$ cat src/rtl/spi_master.sv
// SPI master for a byte-addressed memory: 16-bit frame of command {addr,rw} then data, mode 0, MSB first.
// Optional completed-frame counter is built only when SPI_MASTER_COUNT_EN is defined.
module spi_master #(
    parameter int CLKDIV = 16
) (
    input  logic       clk,
    input  logic       reset,
    input  logic       start,
    input  logic       rw,
    input  logic [6:0] addr,
    input  logic [7:0] wdata,
    output logic [7:0] rdata,
    output logic       busy,
    output logic       done,
    output logic       sclk_pin,
    output logic       cs_pin,
    output logic       mosi_pin,
    input  logic       miso_pin,
    output logic [7:0] xfer_count
);

    typedef enum logic [2:0] {IDLE, SETUP, SHIFT, HOLD, GAP} state_t;

    localparam logic [7:0] RELOAD = 8'(CLKDIV - 1);

    state_t      state;
    logic [7:0]  half_cnt;
    logic [4:0]  bit_cnt;
    logic [14:0] tx_shift;
    logic [7:0]  rx_shift;
    logic        rw_latched;

    // tx_shift holds frame bits 2..16; bit 1 goes straight onto mosi_pin when the frame is accepted
    always_ff @(posedge clk) begin
        if (reset) begin
            state      <= IDLE;
            half_cnt   <= 8'd0;
            bit_cnt    <= 5'd0;
            tx_shift   <= 15'd0;
            rx_shift   <= 8'd0;
            rw_latched <= 1'b0;
            rdata      <= 8'h00;
            busy       <= 1'b0;
            done       <= 1'b0;
            sclk_pin   <= 1'b0;
            cs_pin     <= 1'b1;
            mosi_pin   <= 1'b0;
        end else begin
            done <= 1'b0;
            case (state)
                IDLE: begin
                    if (start) begin
                        tx_shift   <= {addr[5:0], rw, (rw ? 8'h00 : wdata)};
                        mosi_pin   <= addr[6];
                        rw_latched <= rw;
                        cs_pin     <= 1'b0;
                        busy       <= 1'b1;
                        half_cnt   <= RELOAD;
                        state      <= SETUP;
                    end
                end
                SETUP: begin
                    if (half_cnt == 8'd0) begin
                        sclk_pin <= 1'b1;
                        half_cnt <= RELOAD;
                        bit_cnt  <= 5'd0;
                        state    <= SHIFT;
                    end else begin
                        half_cnt <= half_cnt - 8'd1;
                    end
                end
                SHIFT: begin
                    if (half_cnt == 8'd0) begin
                        half_cnt <= RELOAD;
                        if (sclk_pin) begin
                            sclk_pin <= 1'b0;
                            bit_cnt  <= bit_cnt + 5'd1;
                            if (bit_cnt == 5'd15) begin
                                mosi_pin <= 1'b0;
                                state    <= HOLD;
                            end else begin
                                mosi_pin <= tx_shift[14];
                                tx_shift <= {tx_shift[13:0], 1'b0};
                            end
                        end else begin
                            // bit_cnt counts completed falls, so rises 9..16 see 8..15
                            sclk_pin <= 1'b1;
                            if (rw_latched && bit_cnt >= 5'd8)
                                rx_shift <= {rx_shift[6:0], miso_pin};
                        end
                    end else begin
                        half_cnt <= half_cnt - 8'd1;
                    end
                end
                HOLD: begin
                    if (half_cnt == 8'd0) begin
                        cs_pin   <= 1'b1;
                        done     <= 1'b1;
                        half_cnt <= RELOAD;
                        if (rw_latched)
                            rdata <= rx_shift;
                        state <= GAP;
                    end else begin
                        half_cnt <= half_cnt - 8'd1;
                    end
                end
                GAP: begin
                    if (half_cnt == 8'd0) begin
                        busy  <= 1'b0;
                        state <= IDLE;
                    end else begin
                        half_cnt <= half_cnt - 8'd1;
                    end
                end
                default: state <= IDLE;
            endcase
        end
    end

`ifdef SPI_MASTER_COUNT_EN
    // Counts on the cycle after each done pulse and wraps naturally at 8 bits
    always_ff @(posedge clk) begin
        if (reset)
            xfer_count <= 8'h00;
        else if (done)
            xfer_count <= xfer_count + 8'h01;
    end
`else
    assign xfer_count = 8'h00;
`endif

endmodule

$ cat config.mk
export PLATFORM = sky130hd
export DESIGN_NAME = spi_master
export DESIGN_NICKNAME = d
export VERILOG_FILES = /design/src/rtl/spi_master.sv
export SDC_FILE = /design/constraint.sdc
export NUM_CORES = 1
export LEC_CHECK = 0
export ABC_AREA = 1
export CAP_MARGIN = 20
export CORE_UTILIZATION = 50
export CTS_CLUSTER_SIZE = 16
export DETAILED_ROUTE_END_ITERATION = 12
export GPL_TIMING_DRIVEN = 1
export PLACE_DENSITY = 0.85
export REMOVE_ABC_BUFFERS = 1
export SLEW_MARGIN = 40
export SYNTH_ARGS = -nofsm -noshare
export SYNTH_HDL_FRONTEND = slang
export SYNTH_SLANG_ARGS = --single-unit
$ cat constraint.sdc
create_clock -name clk -period 4.5 [get_ports clk]
set_input_delay 0.675 -clock clk [delete_from_list [all_inputs] [get_ports clk]]
set_output_delay 0.675 -clock clk [all_outputs]
set_load 0.01 [all_outputs]
======== Yosys cells after proc, flatten, opt, wreduce, memory -nomap -nowiden ========
Index checks and enable logic that the tools add are counted.
word-level totals
  flip-flop bits (word level) ............. 53
  memories kept ........................... 0
  logic and storage cells ................. 89
  ROM bits ................................ 0
  input bits .............................. 20
  latch bits .............................. 0
  output and inout bits ................... 21
  bits in writable memories ............... 0
cells by class
  $add $sub $neg .......................... 2
  div/mod/pow operators ................... 0
  shift-type cells ........................ 0
  multiplexer cells ....................... 37
  magnitude comparators ................... 1
  eq/ne operators ......................... 14
  reductions and logical operators ........ 21
  bitwise operators ....................... 2
  multiply operators ...................... 0
operator list
  cell                                                                                  number
  15-bit 2-to-1 mux                                                                     4
  8-bit 2-to-1 mux                                                                      4
  15-bit one-hot mux with 2 select lines                                                1
  8-bit one-hot mux with 3 select lines                                                 1
  3-bit 2-to-1 mux                                                                      7
  2-bit != test (second input constant)                                                 9
  5-bit 2-to-1 mux                                                                      3
  3-bit one-hot mux with 5 select lines                                                 1
  3-bit AND reduction                                                                   5
  4-bit AND reduction                                                                   3
  1-bit 2-to-1 mux                                                                      11
  5-bit one-hot mux with 2 select lines                                                 1
  8-bit zero test                                                                       1
  1-bit one-hot mux with 2 select lines                                                 4
  2-bit nonzero test                                                                    4
  8-bit by 1-bit subtractor with 8-bit output (second input constant)                   1
  7-bit AND reduction                                                                   1
  3-bit by 2-bit == test with 1-bit output (second input constant)                      2
  5-bit by 1-bit adder with 5-bit output (second input constant)                        1
  5-bit by 4-bit == test with 1-bit output (second input constant)                      1
  5-bit by 4-bit greater-or-equal comparator with 1-bit output (second input constant)  1
  5-bit AND reduction                                                                   1
  3-bit by 1-bit == test with 1-bit output (second input constant)                      1
  3-bit == test (second input constant)                                                 1
  other kinds (7)                                                                       8

======== Logic depth before layout (Yosys ltp) ========
  word-level depth ........................ 5
  mapped depth ............................ 11
  gate-level depth less buffers ........... 10

======== Least setup slack after synthesis ========
Ideal clock, no wire load.
  path type ............................... reg2reg
  start point ............................. register bit_cnt[0]
  end point ............................... register tx_shift[10]
  clock period less this slack ............ 1.563 ns
  data arrival time ....................... 1.450 ns
  required time ........................... 4.387 ns
  stages on the path, launching flop included .. 10
  setup time .............................. 0.113 ns
  path slack .............................. 2.937 ns
  cell sequence ........................... dfxtp_1 > ha_1 > nand2_1 > nor2_1 > ha_1 > o21ai_4 > nand3_4 > buf_6 > nor2_1 > nor2_1
on the way
  word-level cells in the longest chain between the ends .. 3
ends and longest elaborated chain
  item                                      RTL line  source
  start, declared                           28        logic [4:0] bit_cnt;
  start signal, assigned                    77        bit_cnt <= bit_cnt + 5'd1;
  5-bit by 4-bit == test with 1-bit output  78        if (bit_cnt == 5'd15) begin
  2-bit != test (no source line)            n/a
  5-bit AND reduction (no source line)      n/a
  end signal, assigned                      53        tx_shift <= {addr[5:0], rw, (rw ? 8'h00 : wdata)};
  end signal, assigned                      83        tx_shift <= {tx_shift[13:0], 1'b0};
  end, declared                             29        logic [14:0] tx_shift;
Every way passes these cells.
A chain may end at the register's enable or synchronous reset.

==> implementation parameters <==
Parameter                              Value

Run status
  Outcome    complete, no violations

STA
  Slew of the pin with the lowest slew margin    0.689 ns
  Upper clock frequency limit    462 MHz
  Number of pins exceeding their max-slew limit in the final report    0
  Total count of hold-check failures in the final report    0
  Shortest clock period the worst path allows after layout    2.16 ns
  Final worst-path cycle share    48.1%
  RSZ-0062 raised after global routing    no
  Setup-violating endpoint count in the final report    0
  Relative slew margins    53.9%
  Crit path setup slack, layout    2.34 ns
  Final TNS setup    0 ns
  Worst hold slack    0.449 ns
  Setup Skew    0.00581 ns

Global route
  Congestion Overflow GR    0
  Via count of the first global-routing pass    2306
  First-pass GRT wire length    9.63 mm
  Pin count of the biggest net entering global routing    35
  Antenna violations before repair    0
  Combined global-route utilization of all metal layers    19.7%

CTS
  Maximum clock path buffer count    2
  Clock tree from TritonCTS    built
  Htree depth    2
  CTS-repair resized insts    0
  Total setup buffers inserted after CTS    0
  CTS Hold Buffers Added    0
  Clock slew at the register clock pins of the worst setup and hold paths    0.10 ns
  Clock insertion delay at the later pin of the skew report    0.31 ns
  Total clock buffers created by CTS    5
  Clock Sink Count    53
  CTS root buf    clkbuf_8

Routing
  Routed length per placed instance    10.6 um
  Number of nets still failing antenna checks after routing    0
  DRT iter0 DRCs    134
  DR pass1 iterations    5
  Average via count per standard cell    4.95
  Remaining DRCs    0
  Vias after detailed routing    2636
  Wirelength, routed    5.65 mm

Floorplan
  Die Area    5990 sq um
  Cell Rows    27
  Die X    77.4 um
  Die H    77.4 um
  Placeable Area    5510 sq um
  Boundary pin count    41
  Starting Density    51.6%

Worst setup path
  Setup Crit Path Kind    in -> reg
  RR Endpoint    tx_shift[2]
  Worst reg2reg startpoint    state[1]
  Critical Path AT    2.40 ns
  Maximum fanout along the worst path    34
  Worst reg2reg setup slack    2.42 ns
  Type of element launching the critical path    primary input
  Required time of the critical path    4.73 ns
  Critical Path Sink Type    register
  Number of cell instances on the worst register-to-register path    8

Synth
  Number of enable flip-flop cells after synthesis    0
  Avg Cell Area, Syn    6.54 sq um
  Share of the yosys chip area belonging to registers    37.4%
  Synthesized instance count    434
  Primary FF master, synth    dfxtp_1
  Adder-Cell Fraction of Synth Area    1.76%
  Yosys warning count    0
  Async set-reset flop share out of synthesis    0%
  Post-synthesis share of cell area spent on and, or, nand and nor gates    37.7%
  Post-synthesis share of cell area spent on xor and xnor gates    0.308%
  Largest family of logic cells by synthesized area    simple AND/OR/NAND/NOR gates
  Count of different cell masters after synthesis    30
  Seq cells post-synth    53
  Multiplexer share of the synthesized area    0%
  Post-Syn Area    2840 sq um
  Compound-Gate Fraction of Synth Area    9.21%

Job
  Number of maximum-capacitance constraint violations    0

Placed design
  Half-perimeter wire length after detailed placement    3.87 mm
  Number of buffers inserted by port buffering    32
  RePlAce Congestion    0.888
  Pre-CTS setup slack    2.03 ns

Min path
  Worst Hold End    rdata[3]
  Startpoint of the lowest-slack hold path    rdata[3]
  Path type of the worst min-delay path    reg -> reg
  Depth of the worst hold-timing path    2

Cells and area
  Number of nets in the finished design    483
  Commonest non-fill, non-tap cell in the layout    nand2_1
  Top library cells by usage in the layout, fill and taps aside    nand2_1, nor2_1, inv_1
  Synth-to-layout area growth    13.3%
  Share of cells above drive strength 1    5.65%
  N_diodes    0

Power
  P per Cell Area    565 nW/um^2
  LEAKAGE    1.54 nW
  Max VDD drop    0.000208 V
worst max-delay path, stage by stage:
cell and delay, ns:
clkdlybuf4s50_1 0.76, inv_2 0.62, o21ai_0 0.16, a21oi_1 0.17
layout make-up:
cell class                 instances  area [sq um]
fill                             512          2290
multi-input combinational        306          1420
sequential                        53          1060
timing repair buffer              32           320
inverter                          61           229
tap                               72          90.1
clock buffer                       5          68.8
clock inverter                     3          26.3
worst max-delay path by stage:
stage | startpoint | end | slack (ns) | cells after the start
detailed placement | reset | half_cnt[5] | 2.03 | 4
floorplan | start | tx_shift[10] | 2.88 | 8
global placement | reset | half_cnt[5] | 1.77 | 4
finish | reset | rdata[5] | 2.34 | 4
CTS | reset | half_cnt[5] | 2.36 | 4
global route | reset | rdata[5] | 2.14 | 4
kinds of logic (layout without fill, tap and decap cells):
group | after synthesis | after routing
other | 1 | 8
and+or+nand+nor | 244 | 244
AOI/OAI and AO/OA | 49 | 49
buffers and inverters | 82 | 101
xor gates and xnor gates | 1 | 1
adders and majority gates | 4 | 4
DFF | 53 | 53
routing by layer:
layer	GRT usage, %	part of all wire, %
met5	0	0
met4	7.55	1.3
met3	3.41	3.9
met2	34.5	49
met1	23.9	46
through the flow:
step,total power [W],cells,util [%],instance area [sq um]
2_1_floorplan,0.00134,420,-,2710
3_3_place_gp,0.00151,524,56.7,3120
3_5_place_dp,0.00153,524,56.7,3120
4_1_cts,0.00182,532,58.4,3220
5_1_grt,0.00199,532,58.4,3220
6_report,0.00182,532,58.4,3220
Yosys cell counts (all sizes together), types with 4 or more instances:
library cell / n / area [sq um]
nor3: 7 / 35.0
nand4: 12 / 75.1
inv: 61 / 229
nor2: 75 / 299
dfxtp: 53 / 1060
buf: 15 / 119
ha: 4 / 50.1
a21oi: 18 / 90.1
nand2: 116 / 468
o21ai: 30 / 165
clkbuf: 6 / 36.3
nand3: 32 / 178
report_power, final:
group          internal, W  total, W  switching [W]
clock network     0.000113  0.000277       0.000164
registers         0.000568  0.000638      0.0000701
logic             0.000310  0.000902       0.000593
total             0.000991   0.00182       0.000826
registers in the layout, summed over array words and instances, names as in the netlist, 3 cells and up:
signal and count:
state 3, rdata 8, half_cnt 8, rx_shift 8
tx_shift 15, bit_cnt 5
No activity file was read; power rests on OpenSTA's default activity.
